<file path="config.mk">
export PLATFORM = sky130hd
export DESIGN_NAME = multicycle_sequencer
export DESIGN_NICKNAME = d
export VERILOG_FILES = /design/src/rtl/multicycle_sequencer.sv
export SDC_FILE = /design/constraint.sdc
export NUM_CORES = 1
export LEC_CHECK = 0
export ABC_CLOCK_PERIOD_IN_PS = 2190
export BUFFER_PORTS_ARGS = -buffer_cell sky130_fd_sc_hd__buf_4
export CAP_MARGIN = 20
export CELL_PAD_IN_SITES_DETAIL_PLACEMENT = 0
export CELL_PAD_IN_SITES_GLOBAL_PLACEMENT = 1
export CORE_MARGIN = 1.5
export CORE_UTILIZATION = 32
export CTS_CLUSTER_DIAMETER = 40
export DETAILED_ROUTE_END_ITERATION = 10
export PLACE_DENSITY_LB_ADDON = 0.1
export SYNTH_ARGS = -nofsm -noshare
export SYNTH_HDL_FRONTEND = slang
export SYNTH_SLANG_ARGS = --single-unit
</file>
<file path="constraint.sdc">
create_clock -name clk -period 2.19 [get_ports clk]
set_clock_uncertainty 0.15 [all_clocks]
set_input_delay 0.3285 -clock clk [delete_from_list [all_inputs] [get_ports clk]]
set_output_delay 0.3285 -clock clk [all_outputs]
set_load 0.01 [all_outputs]
</file>
<file path="src/rtl/multicycle_sequencer.sv">
// Phase sequencer for the RV32 multicycle datapath: owns the PC, walks each instruction
// through FETCH/DECODE/EXEC/MEM/WB and emits one-phase registered strobes.
module multicycle_sequencer #(
    parameter int         PC_WIDTH = 11,
    parameter int         PC_STEP  = 4,
    parameter int         RESET_PC = 0,
    parameter int         MEM_WAIT = 1,
    parameter logic [6:0] HALT_OP  = 7'h7f
) (
    input  logic                clk,
    input  logic                rst,
    input  logic                run,
    input  logic                step,
    input  logic [6:0]          opcode,
    input  logic                reg_write,
    input  logic                mem_read,
    input  logic                mem_write,
    input  logic                branch,
    input  logic                zero,
    input  logic [PC_WIDTH-1:0] pc_offset,
    output logic [PC_WIDTH-1:0] pc,
    output logic                ir_load,
    output logic                rf_wren,
    output logic                ram_rden,
    output logic                ram_wren,
    output logic                busy,
    output logic                halted,
    output logic [15:0]         instr_count
);

    localparam int            WAIT_W   = (MEM_WAIT > 1) ? $clog2(MEM_WAIT) : 1;
    localparam logic [PC_WIDTH-1:0] STEP_V  = PC_WIDTH'(PC_STEP);
    localparam logic [PC_WIDTH-1:0] RESET_V = PC_WIDTH'(RESET_PC);

    typedef enum logic [2:0] {
        S_IDLE, S_FETCH, S_DECODE, S_EXEC, S_MEM, S_WB, S_HALT
    } state_e;

    state_e              state_q, state_d;
    logic [PC_WIDTH-1:0] pc_q, pc_d;
    logic [15:0]         count_q, count_d;
    logic                cls_rw_q, cls_rw_d;
    logic                cls_mr_q, cls_mr_d;
    logic                cls_mw_q, cls_mw_d;
    logic                cls_br_q, cls_br_d;
    logic [WAIT_W-1:0]   wait_q, wait_d;
    logic                ir_load_q, ir_load_d;
    logic                rf_wren_q, rf_wren_d;
    logic                ram_rden_q, ram_rden_d;
    logic                ram_wren_q, ram_wren_d;
    logic                retire;

    always_comb begin
        // NOTE: every variable gets a default first so no path leaves it unassigned (no latches).
        state_d  = state_q;
        pc_d     = pc_q;
        count_d  = count_q;
        cls_rw_d = cls_rw_q;
        cls_mr_d = cls_mr_q;
        cls_mw_d = cls_mw_q;
        cls_br_d = cls_br_q;
        wait_d   = wait_q;
        retire   = 1'b0;

        unique case (state_q)
            S_IDLE:   if (run || step) state_d = S_FETCH;
            S_FETCH:  state_d = S_DECODE;
            S_DECODE: begin
                if (opcode == HALT_OP) begin
                    state_d = S_HALT;
                end else begin
                    cls_rw_d = reg_write;
                    cls_mr_d = mem_read;
                    cls_mw_d = mem_write;
                    cls_br_d = branch;
                    state_d  = S_EXEC;
                end
            end
            S_EXEC: begin
                if (cls_br_q) begin
                    retire = 1'b1;
                end else if (cls_mr_q || cls_mw_q) begin
                    state_d = S_MEM;
                    wait_d  = WAIT_W'(MEM_WAIT - 1);
                end else begin
                    state_d = S_WB;
                end
            end
            S_MEM: begin
                if (wait_q == '0) begin
                    if (cls_mr_q) state_d = S_WB;
                    else          retire  = 1'b1;
                end else begin
                    wait_d = wait_q - WAIT_W'(1);
                end
            end
            S_WB:     retire = 1'b1;
            S_HALT:   state_d = S_HALT;
            default:  state_d = S_IDLE;
        endcase

        // Branch only retires from EXEC, so zero is the EXEC-cycle value here.
        if (retire) begin
            pc_d    = (cls_br_q && zero) ? pc_q + pc_offset : pc_q + STEP_V;
            count_d = (count_q == 16'hFFFF) ? count_q : count_q + 16'd1;
            state_d = run ? S_FETCH : S_IDLE;
        end

        // Strobes are decoded from the next state so they come straight from flops.
        ir_load_d  = (state_d == S_DECODE);
        rf_wren_d  = (state_d == S_WB)  && cls_rw_q;
        ram_rden_d = (state_d == S_MEM) && cls_mr_q;
        ram_wren_d = (state_d == S_MEM) && cls_mw_q && !cls_mr_q;
    end

    always_ff @(posedge clk or posedge rst) begin
        if (rst) begin
            state_q    <= S_IDLE;
            pc_q       <= RESET_V;
            count_q    <= '0;
            cls_rw_q   <= 1'b0;
            cls_mr_q   <= 1'b0;
            cls_mw_q   <= 1'b0;
            cls_br_q   <= 1'b0;
            wait_q     <= '0;
            ir_load_q  <= 1'b0;
            rf_wren_q  <= 1'b0;
            ram_rden_q <= 1'b0;
            ram_wren_q <= 1'b0;
        end else begin
            // NOTE: non-blocking assignments so every flop samples pre-edge values.
            state_q    <= state_d;
            pc_q       <= pc_d;
            count_q    <= count_d;
            cls_rw_q   <= cls_rw_d;
            cls_mr_q   <= cls_mr_d;
            cls_mw_q   <= cls_mw_d;
            cls_br_q   <= cls_br_d;
            wait_q     <= wait_d;
            ir_load_q  <= ir_load_d;
            rf_wren_q  <= rf_wren_d;
            ram_rden_q <= ram_rden_d;
            ram_wren_q <= ram_wren_d;
        end
    end

    assign pc          = pc_q;
    assign instr_count = count_q;
    assign ir_load     = ir_load_q;
    assign rf_wren     = rf_wren_q;
    assign ram_rden    = ram_rden_q;
    assign ram_wren    = ram_wren_q;
    assign busy        = (state_q != S_IDLE) && (state_q != S_HALT);
    assign halted      = (state_q == S_HALT);

endmodule
</file>
# After elaboration in Yosys (flattened, before gate mapping)
# Cells that the tools add are included.
[op_classes]
addsub = 4
muxes = 18
n_bitwise = 2
n_reduce_logical = 15
n_eq_ne = 14
[ops]
columns = ["cell", "count"]
rows = [
  ["$pmux W3 S7", 1],
  ["$mux W3", 6],
  ["$add A16 B1 Y16 const B", 1],
  ["$eq A16 B16 Y1 const B", 1],
  ["$eq A3 B3 Y1 const B", 5],
  ["$add A11 B11 Y11", 1],
  ["$add A11 B3 Y11 const B", 1],
  ["$mux W11", 1],
  ["$eq A3 B2 Y1 const B", 3],
  ["$mux W1", 8],
  ["$eq A7 B7 Y1 const B", 1],
  ["$logic_and A1 B1 Y1", 6],
  ["$ne A2 B2 Y1 const B", 2],
  ["$reduce_and A2 Y1", 2],
  ["$eq A3 B1 Y1 const B", 1],
  ["$logic_not A3 Y1", 1],
  ["$ne A3 B3 Y1 const B", 1],
  ["$pmux W1 S3", 1],
  ["$reduce_and A3 Y1", 1],
  ["$reduce_bool A3 Y1", 1],
  ["$logic_or A1 B1 Y1", 2],
  ["$not A1 Y1", 2],
  ["$pmux W1 S2", 1],
  ["$reduce_bool A2 Y1", 1],
  ["2 further kinds", 2],
]
[word_totals]
elab_cells = 65
in_bits = 27
regBits = 39

# Depth between registers and ports, before layout
# Gate-level depths: netlist (run 1).
[logic_depth]
word_depth = 8
depth_mapped = 8
depth_no_buf = 8

# Worst setup path after synthesis (run 1)
# Ideal clock, no wire load.
[synth_timing]
path_type = "register to register"
from = "register pc_q[0], in the netlist pc[0]"
to = "register pc_q[8], in the netlist pc[8]"
path_buffers = 0
synth_period_minus_slack_ps = 2277
setup_time_ps = 104
stages_incl_launch_ff = 9
required_time_ps = 1936
path_slack_ps = -87
arrival_time_ps = 2023
path_cell_list = "dfrtp_1 -> ha_1 -> inv_1 -> fa_1 -> nor2b_1 -> o2111ai_1 -> a41oi_1 -> mux2_2 -> a221oi_1"
[synth_between]
elab_chain_cells = 2
elab_cells_between_ends = 3
classes_between = "add/sub (2); mux (1)"
[synth_lines]
columns = ["element", "line_no", "text"]
rows = [
  ["start, declared", "40", "logic [PC_WIDTH-1:0] pc_q, pc_d;"],
  ["start signal, assigned", "133", "pc_q <= pc_d;"],
  ["$add A11 B3 Y11 / $add A11 B11 Y11 (equally long branches)", "104", "pc_d = (cls_br_q && zero) ? pc_q + pc_offset : pc_q + STEP_V;"],
  ["$mux W11 (*)", "104", ""],
]
# Mark *: on every way between the ends. The rest lies on a longest branch, timed or not.
# A chain may end at the register's enable or synchronous reset.

# Worst setup path in the final report (run 1)
[layout_timing]
from = "register pc_q[0], in the netlist pc[0]"
to = "register pc_q[6], in the netlist pc[6]"
# Same word-level chain as after synthesis.

==> results of run 1 <==
==> final cells by class <==
| cell class | count | area [sq um] | share of cell area |
|---|---|---|---|
| Tap cell | 99 | 124 | 0.0362 |
| Clock inverter | 3 | 68.8 | 0.0201 |
| Inverter | 12 | 45.0 | 0.0132 |
| Sequential cell | 38 | 951 | 0.278 |
| Timing Repair Buffer | 86 | 649 | 0.190 |
| Clock buffer | 5 | 68.8 | 0.0201 |
| Multi-Input combinational cell | 206 | 1510 | 0.442 |
==> how the worst min path moves through the flow <==
stage | from | to | slack (ps) | cells after the start
6_report | rst | instr_count[9]$_DFFE_PP0P_ | 10 | 3
5_1_grt | rst | instr_count[8]$_DFFE_PP0P_ | 60 | 3
4_1_cts | rst | instr_count[9]$_DFFE_PP0P_ | 20 | 3
3_5_place_dp | instr_count[10]$_DFFE_PP0P_ | instr_count[10]$_DFFE_PP0P_ | 330 | 1
3_3_place_gp | instr_count[10]$_DFFE_PP0P_ | instr_count[10]$_DFFE_PP0P_ | 330 | 1
2_1_floorplan | cls_rw_q$_DFFE_PP0P_ | cls_rw_q$_DFFE_PP0P_ | 320 | 1
==> worst min-delay path: stages <==
cell and delay (ps):
buf_4 110, inv_1 40, buf_4 440
==> sequential cells by signal, summed over array words and instances (netlist names) <==
| name | flops |
|---|---|
| instr_count | 16 |
| ir_load | 1 |
| rf_wren | 1 |
| cls_br_q | 1 |
| state_q | 3 |
| ram_rden | 1 |
| pc | 11 |
| cls_mr_q | 1 |
| cls_rw_q | 1 |
| ram_wren | 1 |
| cls_mw_q | 1 |
==> placed cells by master (no fill, tap or decap), drive strengths merged, types with 4 or more instances in the layout <==
cell	netlist	final
nand4	5	5
ha	12	12
a31oi	4	4
inv	12	12
a21oi	10	10
xnor2	7	7
o211ai	4	4
nor3	7	7
nor2	19	19
nand3	18	18
xor2	7	7
and3	6	6
o21ai	13	13
nand2	29	29
dfrtp	38	38
nor4	5	5
clkbuf	0	5
buf	5	86
mux2	6	6
==> cells in the mapped netlist (2+ instances only) <==
cell        n
nor3_1      7
buf_4       2
dfrtp_1    38
nor3b_1     2
and3_1      6
buf_2       3
nor4_1      3
a221oi_1    2
mux2_2      5
ha_1       12
a41oi_1     2
nand2b_1    2
o22ai_1     3
o21a_1      3
a31oi_1     4
a21oi_1    10
nor2_1     19
xnor2_1     7
and4_1      2
o211ai_1    4
nor2b_1     3
inv_1      12
nand2_1    28
xor2_1      7
o21ai_0    12
mux2i_1     2
nor4b_1     2
nand4_1     5
nand3_1    18
and2_1      2
o31ai_1     2
o2111ai_1   2
and3b_1     2
==> what timing repair did <==
action,CTS,global route
resized for setup,6,6
pin swaps,8,4
hold buffers,0,0
setup endpoints to repair,3,4
gates cloned,0,0
==> through the flow <==
stage / cells / cell area [sq um]
after floorplan: 261 / 2480
after global placement: 441 / 3220
after detailed placement: 441 / 3220
after CTS: 449 / 3380
after global routing: 449 / 3420
final: 449 / 3420
==> where the power goes <==
part           switching, mW  internal [mW]
registers              0.238          0.916
logic                   1.17           1.13
clock network          0.280          0.457
total                   1.68           2.50
==> logic make-up (layout without fill, tap and decap cells) <==
group           count (synthesis)  count (layout)  share of synthesized area
flops                          38              38                      0.385
xor+xnor                       14              14                     0.0497
mux                             8               8                     0.0355
compound gates                 60              60                      0.184
fa+ha+maj                      13              13                     0.0690
simple gates                  111             111                      0.246
buf+inv                        17             106                     0.0304
==> routing by layer <==
metal,up-vias,routed length [um],part of all wire
met3,5,274,0.042
li1,1163,-,-
met4,0,78,0.012
met2,54,2920,0.44
met1,1100,3320,0.50
met5,-,0,0
==> flow_summary.ini, run 1 <==
[placed_design]
gp_congestion = 0.795
hpwl_um = 4960
pre_cts_slack_ps = -151
port_buffers = 59

[timing]
setup_viol = 1
worst_slack_ps = -14.5
min_period_over_period = 1.01
finalHoldViolCount = 0
fmaxAchievable_ghz = 0.454
holdWs_ps = 12.0
tightest_slew_ps = 577
rsz0062_at_grt = true
slew_violations = 0
period_minus_slack_ps = 2200
final.setup.tns_ps = -14.5
slew_headroom = 0.614

[cts]
insertion_delay_ps = 300
post_cts_buffers = 0
h-tree-depth = 2
tritoncts = built
ctsLongestPathBuffers = 2
clk_pin_slew_ps = 80
cts_inserted_buffers = 5
root_buffer = clkbuf_8
cts_num_sinks = 38

[yosys]
avgSynthCellArea_sq_um = 9.45
yosysWarnings = 0
synthTopCellsByArea = dfrtp_1 (39%), ha_1 (6.1%), nand2_1 (4.3%)
postSynthCellCount = 261
synth_top_area_frac = 0.385
yosys_most_used_dff = dfrtp_1
postSynth.asyncResetShare = 1.00
syn_area_sq_um = 2470
synth-edff-count = 0
synth.distinct_cells = 61
ys_seq_area_frac = 0.385
synth-seq-cells = 38
yosys.area.top_type = dfrtp_1
syn-num-nets = 301

[setup_path]
crit_path_start_kind = flip-flop
end_kind = flip-flop
criticalPathCategory = flip-flop to flip-flop
crit-reg2reg-capture = pc[6]$_DFFE_PP0P_
endpoint = pc[6]$_DFFE_PP0P_
path_delay_family = adder cells
ff2ff_setup_slack_ps = -10
slowest_stage = dfrtp_1
cp_data_required_time_ps = 2220
rr_startpoint = pc[0]$_DFFE_PP0P_
arrival_ps = 2240
timing.critical_path.depth = 9
slowest_delay_ps = 360
crit_start = pc[0]$_DFFE_PP0P_
worstPathMaxFanout = 2
crit_chain = ha_2 > inv_2 > fa_2 > nor2b_4 > o2111ai_4 > buf_6 > and2_4 > xnor2_2 > a221o_1
rr_worst_depth = 9
path_buf_inv = 2

[floorplan]
core_sq_um = 7370
initial_utilization = 0.335
dieArea_sq_um = 8250
die_x_um = 90.8
num_io_pins = 60
die_y_um = 90.8
rows = 31

[detailed_routing]
avgRoutedWirePerCell_um = 14.7
drc = 0
ant_nets = 0
drt_pre_antenna_iters = 4
drt_iter0_markers = 97
vias = 2322
post_drt_via_cell_ratio = 5.17
wl_um = 6600

[outcome]
status = complete, but fails checks
violations = setup timing

[layout]
antenna_cells = 0
drive_above_1_share = 0.340
nFillCells = 745
nNetsFinal = 389
area_growth_pct = 38.5
fin_util = 0.464

[hold_path]
min_path_type = primary input to asynchronous set/reset pin

[pwr]
p_leak_nw = 1.56
power_mw = 4.19
power_density_nw_per_um2 = 1220
ir_drop_uv = 376

[grt]
antenna_found_initial = 0
grtUsageMet3 = 0.0354
grt_start_max_net_pins = 39
grt_usage = 0.169
met1_usage = 0.236
grtUsageMet2 = 0.263
grt.busiest_layer = met2
grt_pass1_vias = 2256
grt_pass1_wl_um = 11200
grt_overflow_total = 0

[run]
max_cap_viol_count = 0
No activity file was read; power rests on OpenSTA's default activity.
==> run 2, diff against run 1 <==
--- a/config.mk
+++ b/config.mk
@@ -8,13 +8,10 @@
 export ABC_CLOCK_PERIOD_IN_PS = 2190
 export BUFFER_PORTS_ARGS = -buffer_cell sky130_fd_sc_hd__buf_4
 export CAP_MARGIN = 20
-export CELL_PAD_IN_SITES_DETAIL_PLACEMENT = 0
-export CELL_PAD_IN_SITES_GLOBAL_PLACEMENT = 1
 export CORE_MARGIN = 1.5
 export CORE_UTILIZATION = 32
 export CTS_CLUSTER_DIAMETER = 40
 export DETAILED_ROUTE_END_ITERATION = 10
-export PLACE_DENSITY_LB_ADDON = 0.1
 export SYNTH_ARGS = -nofsm -noshare
 export SYNTH_HDL_FRONTEND = slang
 export SYNTH_SLANG_ARGS = --single-unit
==> run 2 against run 1 <==
The run still ends with setup timing left; clock power decreased by 30%; register-to-register slack about the same; global-route usage decreased by 1.6 points; critical endpoint is now pc[10]$_DFFE_PP0P_; largest power group unchanged.
==> flow_summary.ini, run 2 (same netlist as run 1, synthesis figures left out) <==
[layout]
area_growth_pct = 34.6
layout_common_cells = buf_4 (80), dfrtp_1 (38), nand2_1 (28)
nNetsFinal = 383
final_area_sq_um = 3320
final_common_cell = buf_4
regArea_sq_um = 951
nFillCells = 733
drive_above_1_share = 0.326
antenna_cells = 0
multi_input_area_sq_um = 1510
largest_reg_flops = 16

[detailed_routing]
avgRoutedWirePerCell_um = 13.9
drt_iter0_markers = 60
drc = 0
post_drt_via_cell_ratio = 5.18
vias = 2293
wl_um = 6180
drt_pre_antenna_iters = 4
ant_nets = 0

[grt]
grt_overflow_total = 0
grt_pass1_vias = 2202
grt_usage = 0.153
grt_pass1_wl_um = 10300
antenna_found_initial = 0
grt_start_max_net_pins = 39

[run]
max_cap_viol_count = 0

[setup_path]
crit_path_start_kind = flip-flop
path_buf_inv = 2
timing.critical_path.depth = 9
arrival_ps = 2210
path_delay_family = compound AO/OA/AOI/OAI gates
cp_data_required_time_ps = 2200
slowest_delay_ps = 360
rr_startpoint = pc[0]$_DFFE_PP0P_
criticalPathCategory = flip-flop to flip-flop
crit-reg2reg-capture = pc[10]$_DFFE_PP0P_
endpoint = pc[10]$_DFFE_PP0P_
slowest_stage = dfrtp_1
ff2ff_setup_slack_ps = -5
end_kind = flip-flop
worstPathMaxFanout = 3
rr_worst_depth = 9
crit_start = pc[0]$_DFFE_PP0P_
crit_chain = ha_2 > inv_2 > fa_2 > nor2b_4 > o2111ai_4 > buf_4 > a211o_1 > o211ai_1 > o2111ai_1

[timing]
fmaxAchievable_ghz = 0.456
final.setup.tns_ps = -9.02
tightest_slew_ps = 506
min_period_over_period = 1.00
rsz0062_at_grt = true
holdWs_ps = 16.6
setup_viol = 2
period_minus_slack_ps = 2190
finalHoldViolCount = 0
slew_headroom = 0.663
slew_violations = 0
worst_slack_ps = -4.69

[floorplan]
dieArea_sq_um = 8250
rows = 31
core_sq_um = 7370
die_x_um = 90.8
die_y_um = 90.8
initial_utilization = 0.335
num_io_pins = 60

[placed_design]
placed_cell_area_sq_um = 3170
gp_congestion = 0.777
port_buffers = 59
hpwl_um = 4580

[pwr]
ir_drop_uv = 502
p_leak_nw = 1.50
power_density_nw_per_um2 = 1160
power_mw = 3.87

[cts]
root_buffer = clkbuf_8
ctsLongestPathBuffers = 2
clk_pin_slew_ps = 80
holdBufCountCts = 0
tritoncts = built
h-tree-depth = 2
cts_inserted_buffers = 5
cts_num_sinks = 38
insertion_delay_ps = 290

[outcome]
status = complete, but fails checks
violations = setup timing

[hold_path]
min_path_type = primary input to asynchronous set/reset pin
[run 2: timing repair]
action,CTS,global route
resized for setup,5,5
pin swaps,3,2
setup endpoints to repair,3,5
buffers inserted,1,0
[run 2: report_power, final]
group	leakage, nW	total, mW	switching (mW)	internal (mW)
clock network	0.0472	0.518	0.265	0.253
registers	0.479	1.16	0.241	0.916
logic	0.976	2.20	1.12	1.08
[run 2: worst min path at each step]
stage                                  endpoint  depth (start not counted)
floorplan                  cls_rw_q$_DFFE_PP0P_                          1
detailed placement         cls_mw_q$_DFFE_PP0P_                          3
global route         instr_count[4]$_DFFE_PP0P_                          3
finish                     cls_mw_q$_DFFE_PP0P_                          3
global placement    instr_count[10]$_DFFE_PP0P_                          1
CTS                  instr_count[4]$_DFFE_PP0P_                          3
[run 2: worst min-delay path, cell delays in order]
cell,delay [ps]
buf_4,110
inv_1,40
buf_4,430
[run 2: layer usage]
metal | wire [um] | GRT usage
met5 | 0 | 0
met4 | 61 | 0.0365
met3 | 344 | 0.0387
met2 | 2810 | 0.249
met1 | 2960 | 0.201
[run 2: cell type report]
cell class                      instances  share of cell area
Timing Repair Buffer                   80               0.181
Inverter                               12              0.0136
Sequential cell                        38               0.286
Multi-Input combinational cell        206               0.453
Tap cell                               99              0.0373
Clock inverter                          2             0.00377
Clock buffer                            6              0.0249
[run 2: through the flow]
stage | setup slack [ps] | cells | utilization
6_report | -4.69 | 443 | 0.451
5_1_grt | -111 | 443 | 0.451
4_1_cts | -2.04 | 443 | 0.446
3_5_place_dp | -186 | 434 | 0.430
3_3_place_gp | -156 | 434 | 0.430
2_1_floorplan | -74.2 | 261 | -
==> run 3, diff against run 2 <==
--- a/config.mk
+++ b/config.mk
@@ -5,6 +5,7 @@
 export SDC_FILE = /design/constraint.sdc
 export NUM_CORES = 1
 export LEC_CHECK = 0
+export ABC_AREA = 1
 export ABC_CLOCK_PERIOD_IN_PS = 2190
 export BUFFER_PORTS_ARGS = -buffer_cell sky130_fd_sc_hd__buf_4
 export CAP_MARGIN = 20
==> run 3 against run 2 <==
The run now ends clean; die area grew 5.5%; fmax grew 11%; final cell count grew 23%; largest cell class unchanged; largest power group unchanged.
==> flow_summary.ini, run 3 <==
[outcome]
status = finished clean

[grt]
grt_start_max_net_pins = 39
grt_pass1_wl_um = 10900
grt_overflow_total = 0
grt_usage = 0.155
grt_pass1_vias = 2468
antenna_found_initial = 0

[placed_design]
pre_cts_slack_ps = 168
hpwl_um = 4950
gp_congestion = 0.871
port_buffers = 59

[cts]
cts_resized = 0
holdBufCountCts = 0
post_cts_buffers = 0
insertion_delay_ps = 290
cts_inserted_buffers = 5
ctsLongestPathBuffers = 2
cts_num_sinks = 38
clk_pin_slew_ps = 80
tritoncts = built
root_buffer = clkbuf_8
h-tree-depth = 2

[detailed_routing]
drc = 0
post_drt_via_cell_ratio = 4.60
drt_iter0_markers = 87
wl_um = 6240
ant_nets = 0
vias = 2504
avgRoutedWirePerCell_um = 11.5
drt_pre_antenna_iters = 6

[layout]
antenna_cells = 0
nNetsFinal = 481
largest_reg_flops = 16
drive_above_1_share = 0.195
layout_common_cells = nand2_1 (106), buf_4 (69), nor2_1 (49)
final_common_cell = nand2_1
area_growth_pct = 27.8
nFillCells = 841

[yosys]
synth_top_area_frac = 0.365
yosys.area.top_type = dfrtp_1
syn-num-nets = 410
postSynthCellCount = 370
avgSynthCellArea_sq_um = 7.05
synth_most_common_cell = nand2_1
synth-seq-cells = 38
ys_seq_area_frac = 0.365
synth_commonest_cells = nand2_1 (106), nor2_1 (49), inv_1 (48)
synth.distinct_cells = 29
syn_area_sq_um = 2610
postSynth.asyncResetShare = 1.00
synthTopCellsByArea = dfrtp_1 (36%), nand2_1 (15%), nor2_1 (7.1%)
yosys_most_used_dff = dfrtp_1
synth-edff-count = 0
yosysWarnings = 0

[pwr]
power_density_nw_per_um2 = 1190
ir_drop_uv = 493
p_leak_nw = 1.72

[setup_path]
path_common_cell = nand3_1
slowest_stage = fa_1
criticalPathCategory = flip-flop to flip-flop
cp_data_required_time_ps = 2260
slowest_delay_ps = 410
end_kind = flip-flop
worstPathMaxFanout = 4
crit_chain = ha_1 > inv_1 > fa_1 > o21bai_1 > nand2_1 > nand3_1 > nand3_1 > a21oi_1
crit_path_start_kind = flip-flop
arrival_ps = 2040

[floorplan]
core_sq_um = 7810
die_y_um = 93.3
rows = 32
dieArea_sq_um = 8700
num_io_pins = 60
initial_utilization = 0.334
die_x_um = 93.3

[run]
max_cap_viol_count = 0

[timing]
slew_headroom = 0.653
min_period_over_period = 0.899
period_minus_slack_ps = 1970
rsz0062_at_grt = false
final.setup.tns_ps = 0
tightest_slew_ps = 517
fmaxAchievable_ghz = 0.508
slew_violations = 0
finalHoldViolCount = 0
setup_viol = 0
worst_slack_ps = 221
holdWs_ps = 11.0

[hold_path]
min_path_type = primary input to asynchronous set/reset pin
-- run 3: cell types whose count changed after synthesis, moves of 7 or more --
cell     delta
nand2_1    +78
inv_1      +36
nor2_1     +30
nand3_1    +10
a21oi_1     +8
xor2_1      +7
-- run 3: final cells by class --
class / instances / area [sq um] / share of cell area
multi-input cells: 277 / 1440 / 0.432
flip-flops and latches: 38 / 951 / 0.285
repair buffers: 69 / 518 / 0.155
inverters: 50 / 188 / 0.0563
well taps: 102 / 128 / 0.0383
clock buffers: 5 / 68.8 / 0.0206
clock inverters: 3 / 40.0 / 0.0120
-- run 3: metrics by stage --
step	total power [mW]	area, sq um	util	instances
2_1_floorplan	2.68	2610	-	370
3_3_place_gp	3.39	3220	0.413	536
3_5_place_dp	3.42	3220	0.413	536
4_1_cts	4.03	3330	0.427	544
5_1_grt	4.40	3330	0.427	544
6_report	3.98	3330	0.427	544
-- run 3: metal layers --
metal | GRT usage | vias to the layer above | share of wire
met3 | 0.0285 | 2 | 0.040
met1 | 0.195 | 1138 | 0.47
met4 | 0.0417 | 0 | 0.0042
met2 | 0.271 | 46 | 0.48
met5 | 0 | - | 0
li1 | - | 1318 | -
-- run 3: final timing paths --
| check | start | endpoint | slack [ps] | cells after the start |
|---|---|---|---|---|
| max | pc[0]$_DFFE_PP0P_ | pc[6]$_DFFE_PP0P_ | 220 | 8 |
| min | rst | pc[4]$_DFFE_PP0P_ | 10 | 3 |
| max reg2reg | pc[0]$_DFFE_PP0P_ | pc[6]$_DFFE_PP0P_ | 220 | 8 |
| min reg2reg | cls_rw_q$_DFFE_PP0P_ | cls_rw_q$_DFFE_PP0P_ | 360 | 1 |
| max in group asynchronous | rst | state_q[2]$_DFF_PP0_ | 1540 | 3 |
| min in group clk | reg_write | cls_rw_q$_DFFE_PP0P_ | 120 | 2 |
-- run 3: worst max-delay path, delay by kind of cell (launching register included) --
family	cells	cell delay, ps
AO/OA/AOI/OAI	2	430
flip-flops	1	380
AND/OR/NAND/NOR	3	280
buffers and inverters	1	60
adder cells (fa/ha/maj)	2	610
-- run 3: cells by family (layout without fill, tap and decap cells) --
logic type | count (synthesis) | count (layout) | synth area share
AND/OR/NAND/NOR | 203 | 203 | 0.328
buffers and inverters | 55 | 127 | 0.0830
AO/OA/AOI/OAI | 40 | 40 | 0.0864
flip-flops | 38 | 38 | 0.365
XOR/XNOR | 19 | 19 | 0.0638
adder cells (fa/ha/maj) | 13 | 13 | 0.0653
multiplexers | 2 | 2 | 0.00864
-- run 3: where the power goes --
| group | internal [mW] | switching, mW |
|---|---|---|
| logic | 0.934 | 1.33 |
| registers | 0.931 | 0.212 |
| clock network | 0.335 | 0.243 |
| total | 2.20 | 1.78 |
